[src/rtl/shifter_pkg.sv]
// Shared mode encodings and helpers for the pipelined barrel shifter.
// Pure definitions: no latency and no flow control of their own.
package shifter_pkg;

    localparam logic [2:0] MODE_SLL = 3'b000;
    localparam logic [2:0] MODE_SRL = 3'b001;
    localparam logic [2:0] MODE_SRA = 3'b010;
    localparam logic [2:0] MODE_ROL = 3'b011;
    localparam logic [2:0] MODE_ROR = 3'b100;

    typedef enum logic [1:0] {
        FILL_ZERO,
        FILL_SIGN,
        FILL_WRAP
    } fill_e;

    // Widest operand bit_reverse can handle; callers zero-extend into it.
    localparam int REV_MAX_W = 256;

    function automatic logic is_right(input logic [2:0] mode);
        return (mode == MODE_SRL) || (mode == MODE_SRA) || (mode == MODE_ROR);
    endfunction

    function automatic logic is_reserved(input logic [2:0] mode);
        return mode > MODE_ROR;
    endfunction

    function automatic fill_e fill_of(input logic [2:0] mode);
        fill_e f;
        case (mode)
            MODE_SRA: f = FILL_SIGN;
            MODE_ROL: f = FILL_WRAP;
            MODE_ROR: f = FILL_WRAP;
            default:  f = FILL_ZERO;
        endcase
        return f;
    endfunction

    // Reverses the low w bits of v; bits at and above w come back as zero.
    function automatic logic [REV_MAX_W-1:0] bit_reverse(input logic [REV_MAX_W-1:0] v,
                                                         input int w);
        logic [REV_MAX_W-1:0] r;
        r = '0;
        for (int i = 0; i < REV_MAX_W; i++) begin
            if (i < w) begin
                r[i] = v[w-1-i];
            end
        end
        return r;
    endfunction

endpackage

[src/rtl/shift_level.sv]
// One 2^K left-shift mux level with mode-selected fill, followed by its stage register.
// Latency 1 cycle; holds its contents while downstream stalls, ready = !valid || downstream ready.
module shift_level
    import shifter_pkg::*;
#(
    parameter int WIDTH = 8,
    parameter int K     = 0,
    parameter int AMT_W = $clog2(WIDTH)
) (
    input  logic             clk,
    input  logic             rst,
    input  logic             vld_i,
    output logic             rdy_o,
    input  logic [WIDTH-1:0] dat_i,
    input  logic [AMT_W-1:0] amt_i,
    input  logic [2:0]       mode_i,
    input  logic             sign_i,
    output logic             vld_o,
    input  logic             rdy_i,
    output logic [WIDTH-1:0] dat_o,
    output logic [AMT_W-1:0] amt_o,
    output logic [2:0]       mode_o,
    output logic             sign_o
);

    localparam int S = 1 << K;

    logic             vld_q;
    logic [WIDTH-1:0] dat_q;
    logic [WIDTH-1:0] dat_d;
    logic [AMT_W-1:0] amt_q;
    logic [2:0]       mode_q;
    logic             sign_q;
    logic [S-1:0]     fill;

    always_comb begin
        fill = '0;
        case (fill_of(mode_i))
            FILL_SIGN: fill = {S{sign_i}};
            FILL_WRAP: fill = dat_i[WIDTH-1 -: S];
            default:   fill = '0;
        endcase
        dat_d = dat_i;
        if (amt_i[K]) begin
            dat_d = {dat_i[WIDTH-S-1:0], fill};
        end
    end

    // An empty stage always accepts, so bubbles are squeezed out under stall.
    assign rdy_o = !vld_q || rdy_i;

    always_ff @(posedge clk or posedge rst) begin
        if (rst) begin
            vld_q  <= 1'b0;
            dat_q  <= '0;
            amt_q  <= '0;
            mode_q <= '0;
            sign_q <= 1'b0;
        end else if (rdy_o) begin
            vld_q <= vld_i;
            if (vld_i) begin
                dat_q  <= dat_d;
                amt_q  <= amt_i;
                mode_q <= mode_i;
                sign_q <= sign_i;
            end
        end
    end

    assign vld_o  = vld_q;
    assign dat_o  = dat_q;
    assign amt_o  = amt_q;
    assign mode_o = mode_q;
    assign sign_o = sign_q;

endmodule

[src/rtl/pipelined_barrel_shifter.sv]
// Pipelined SLL/SRL/SRA/ROL/ROR shifter: log2(WIDTH) registered left-shift levels, right modes via bit reversal.
// Latency log2(WIDTH) cycles at 1 beat/cycle; valid/ready backpressure ripples combinationally out_ready -> in_ready.
module pipelined_barrel_shifter
    import shifter_pkg::*;
#(
    parameter int WIDTH = 8
) (
    input  logic                     clk,
    input  logic                     rst,
    input  logic                     in_valid,
    output logic                     in_ready,
    input  logic [WIDTH-1:0]         in_data,
    input  logic [$clog2(WIDTH)-1:0] in_amt,
    input  logic [2:0]               in_mode,
    output logic                     out_valid,
    input  logic                     out_ready,
    output logic [WIDTH-1:0]         out_data
);

    localparam int AMT_W  = $clog2(WIDTH);
    localparam int LEVELS = AMT_W;

    // Index 0 is the entry point; index k+1 is the register after level k.
    logic             vld_s  [LEVELS+1];
    logic             rdy_s  [LEVELS+1];
    logic [WIDTH-1:0] dat_s  [LEVELS+1];
    logic [AMT_W-1:0] amt_s  [LEVELS+1];
    logic [2:0]       mode_s [LEVELS+1];
    logic             sign_s [LEVELS+1];

    function automatic logic [WIDTH-1:0] rev(input logic [WIDTH-1:0] x);
        return WIDTH'(bit_reverse(REV_MAX_W'(x), WIDTH));
    endfunction

    // Reserved modes ride through with a zero amount so every level is a pass-through.
    assign vld_s[0]  = in_valid;
    assign dat_s[0]  = is_right(in_mode) ? rev(in_data) : in_data;
    assign amt_s[0]  = is_reserved(in_mode) ? '0 : in_amt;
    assign mode_s[0] = in_mode;
    assign sign_s[0] = in_data[WIDTH-1];
    assign in_ready  = rdy_s[0];

    for (genvar k = 0; k < LEVELS; k++) begin : g_level
        shift_level #(
            .WIDTH (WIDTH),
            .K     (k),
            .AMT_W (AMT_W)
        ) u_level (
            .clk    (clk),
            .rst    (rst),
            .vld_i  (vld_s[k]),
            .rdy_o  (rdy_s[k]),
            .dat_i  (dat_s[k]),
            .amt_i  (amt_s[k]),
            .mode_i (mode_s[k]),
            .sign_i (sign_s[k]),
            .vld_o  (vld_s[k+1]),
            .rdy_i  (rdy_s[k+1]),
            .dat_o  (dat_s[k+1]),
            .amt_o  (amt_s[k+1]),
            .mode_o (mode_s[k+1]),
            .sign_o (sign_s[k+1])
        );
    end

    assign rdy_s[LEVELS] = out_ready;
    assign out_valid     = vld_s[LEVELS];
    assign out_data      = is_right(mode_s[LEVELS]) ? rev(dat_s[LEVELS]) : dat_s[LEVELS];

endmodule

[config.mk]
export PLATFORM = sky130hd
export DESIGN_NAME = pipelined_barrel_shifter
export DESIGN_NICKNAME = d
export VERILOG_FILES = /design/src/rtl/shifter_pkg.sv /design/src/rtl/shift_level.sv /design/src/rtl/pipelined_barrel_shifter.sv
export SDC_FILE = /design/constraint.sdc
export NUM_CORES = 1
export LEC_CHECK = 0
export ABC_AREA = 1
export BUFFER_PORTS_ARGS = -buffer_cell sky130_fd_sc_hd__buf_2
export CAP_MARGIN = 30
export CORE_MARGIN = 2
export CORE_UTILIZATION = 55
export DETAILED_ROUTE_END_ITERATION = 12
export PLACE_DENSITY_LB_ADDON = 0.2
export REMOVE_ABC_BUFFERS = 1
export SLEW_MARGIN = 20
export SYNTH_ARGS = -nofsm -noshare
export SYNTH_HDL_FRONTEND = slang
export SYNTH_SLANG_ARGS = --single-unit
[constraint.sdc]
create_clock -name clk -period 3.9 [get_ports clk]
set_clock_uncertainty 0.2 [all_clocks]
set_input_delay 0 -clock clk [delete_from_list [all_inputs] [get_ports clk]]
set_output_delay 0 -clock clk [all_outputs]
set_load 0.05 [all_outputs]
==> results by group <==
Pwr
  – Total power: 0.00187 W
  – Clock share of power: 16.2%
  – Combinational group share of total power: 48.7%
  – Max rail drop VDD: 303 uV
  – Leakage: 1.45 nW
  – NetSw: 0.000879 W
  – Int Power: 0.000996 W
  – Sw frac: between 40% and 50%
  – Pwr/cell area: 660 nW/um^2
  – Flop pwr share: 35.1%

Hold path
  – Hold WC Path Type: in2reg
  – Hold EP: g_level[0].u_level.dat_o[0]
  – Min-delay src: in_data[0]
  – Hold Path Cell Cnt: 7

Synthesis
  – Number of synthesized flops with an enable pin: 0
  – Syn_area_per_cell: 7.51 sq um
  – Top cell type's share of synthesized area: 45.1%
  – Top post-synthesis cells by count: nand2_1, inv_1, dfrtp_1
  – Library cells used by synthesis: 22
  – Mapped cell area: 2270 sq um
  – Cell type with the highest aggregate area in the netlist: dfrtp_1
  – Area contributors post-synth: dfrtp_1, nand2_1, inv_1
  – FFs w/ async S/R, synth: 100%
  – Top-count cell post-synth: nand2_1
  – Most used flip-flop cell after synthesis: dfrtp_1
  – Register area share after synthesis: 45.1%
  – Synth Instances: about 300
  – Yosys warns: 0
  – Yosys reg bits: 41

Route
  – Vias per std cell: 5.09
  – DRT iter0 DRCs: 82
  – Post-DR wirelength/cell: 11.2 um
  – DR vias: 2088
  – Drc violations: 0
  – WL final: 4610 um
  – Pre-antenna DRT Iters: 4
  – Antenna-violating nets left: 0

GRT
  – Initial antenna violation count: 0
  – Largest net degree at the start of global routing: 42
  – Tot GR Track Use: 23.1%
  – First-pass GRT wire length: 8050 um
  – Grt total ovfl: 0
  – Vias in the first global route: 1959

Clock tree
  – PostCTS Resize Cnt: 0
  – Worst skew pair latency: around 300 ps
  – Clock Pin Slew Worst Setup and Hold Paths: 70 ps
  – CTS tree: yes
  – CTS buffer count: 5
  – H-tree depth: 2
  – Clk sinks: 41
  – Hold-fix buffer count after cts: 30
  – CTS Root Cell: clkbuf_8
  – Post-CTS setup buffer count: 0
  – Worst-case clock buffer depth: 2

Setup path
  – Arrival time at the worst endpoint: 2590 ps
  – Worst reg2reg path depth: 8
  – Crit-path max FO: 9
  – Critical path class: in2reg
  – R2r endpoint: g_level[0].u_level.dat_o[2]
  – CP required: 3940 ps
  – Worst r2r src: g_level[2].u_level.vld_o
  – CP Capture Type: register
  – Worst Setup SP: in_mode[1]
  – Startpoint Class: input pin
  – Worst reg-to-reg setup slack: 1890 ps

Final layout
  – Area growth, synth to finish: 24.8%
  – Ratio of cells with drive above 1 in the final layout: 15.0%
  – Fillers: 308
  – Post-Layout Inst Area: 2840 sq um
  – Finished Core Util: 71.0%
  – ANT cells: 0
  – Fin nets: 383

Die
  – Die Span Y: 68.3 um
  – Die area: 4670 sq um
  – Chip Width: 68.3 um
  – Total core area: 4000 sq um
  – Io pins: 28
  – Row count: 23
  – Starting Density: 56.9%

Placement
  – DP Area: 2440 sq um
  – Port Buffers: 27
  – Routability cong.: 0.814
  – DP Wirelength: 3090 um

STA
  – Setup tns final: 0 ps
  – Max Fclk: 391 MHz
  – Post-route clock period utilization: 65.6%
  – Final setup vio count: 0
  – Period minus WS final: 2560 ps
  – Worst-margin pin slew: 489 ps
  – Max-slew headroom: 67.4%
  – Final Hold Fails: 0
  – Fin. max-slew vios: 0
  – RSZ-0062 raised after global routing: no

Flow run
  – Max cap viols: 0

Status
  – Run status: complete, no violations
[routing by layer]
layer  vias to the layer above  part of all wire, %  global-route usage (%)
met5                         -                    0                       0
met3                         8                  3.4                    4.28
li1                       1092                    -                       -
met1                       936                   42                    24.7
met4                         0                  2.2                    12.3
met2                        52                   53                    42.6
[per-stage QoR]
step           setup slack (ps)  hold WS [ps]  instances
2_1_floorplan              2010         -46.6        294
3_3_place_gp               2160         -64.4        372
3_5_place_dp               2050         -59.8        372
4_1_cts                    1410          26.0        410
5_1_grt                    1200           127        410
6_report                   1340          35.8        410
[worst max path at each step]
stage	end	cells after the start	slack (ps)
finish	g_level[0].u_level.dat_o[2]	11	1340
global route	g_level[0].u_level.dat_o[2]	11	1200
CTS	g_level[0].u_level.dat_o[2]	12	1410
detailed placement	g_level[2].u_level.dat_o[1]	8	2050
global placement	g_level[2].u_level.dat_o[2]	8	2160
floorplan	g_level[0].u_level.dat_o[0]	8	2010
[cells by family (layout without fill, tap and decap cells)]
| family | count (synthesis) | after routing | synth area share (%) |
|---|---|---|---|
| AO/OA/AOI/OAI | 76 | 76 | 18.4 |
| buffers and inverters | 58 | 115 | 9.96 |
| AND/OR/NAND/NOR | 121 | 121 | 22.8 |
| adder cells (fa/ha/maj) | 6 | 6 | 3.30 |
| multiplexers | 1 | 1 | 0.495 |
| flip-flops | 41 | 41 | 45.1 |
[flip-flops by register name, summed over array words and instances, names as in the netlist]
| register | cells |
|---|---|
| g_level.u_level.amt_o | 3 |
| g_level.u_level.dat_o | 24 |
| g_level.u_level.mode_o | 9 |
| g_level.u_level.sign_o | 2 |
| g_level.u_level.vld_o | 3 |
[area by class of cell]
type | count | area (sq um) | share of cell area [%]
clock inverter | 1 | 5.00 | 0.176
clock buffer | 7 | 96.3 | 3.39
inverter | 49 | 184 | 6.48
sequential | 41 | 1030 | 36.1
timing repair buffer | 58 | 443 | 15.6
multi-input combinational | 204 | 1020 | 36.0
tap | 50 | 62.6 | 2.20
[critical path, stage by stage]
cell	delay (ps)
dlygate4sd3_1	530
buf_2	130
inv_2	80
nand3_2	210
nand2_4	180
nand2_1	60
nand2_1	60
dlygate4sd3_1	570
o21ai_1	60
o21ai_1	130
dlygate4sd3_1	570
[power by group through the flow]
stage,combinational (W),clock [W],sequential (W)
floorplan,0.000693,0,0.000656
global placement,0.000857,0,0.000659
detailed placement,0.000873,0,0.000667
CTS,0.000916,0.000305,0.000659
global route,0.00102,0.000325,0.000676
finish,0.000913,0.000303,0.000659
[placed cells by master, fill, tap and decap left out, types with 12 or more instances in the layout]
cell / count
nand2_1: 82
o21ai_1: 23
nor2_1: 16
buf_2: 27
inv_1: 42
dfrtp_1: 41
nand3_1: 12
dlygate4sd3_1: 30
o21ai_0: 29
No activity file was read; power rests on OpenSTA's default activity.
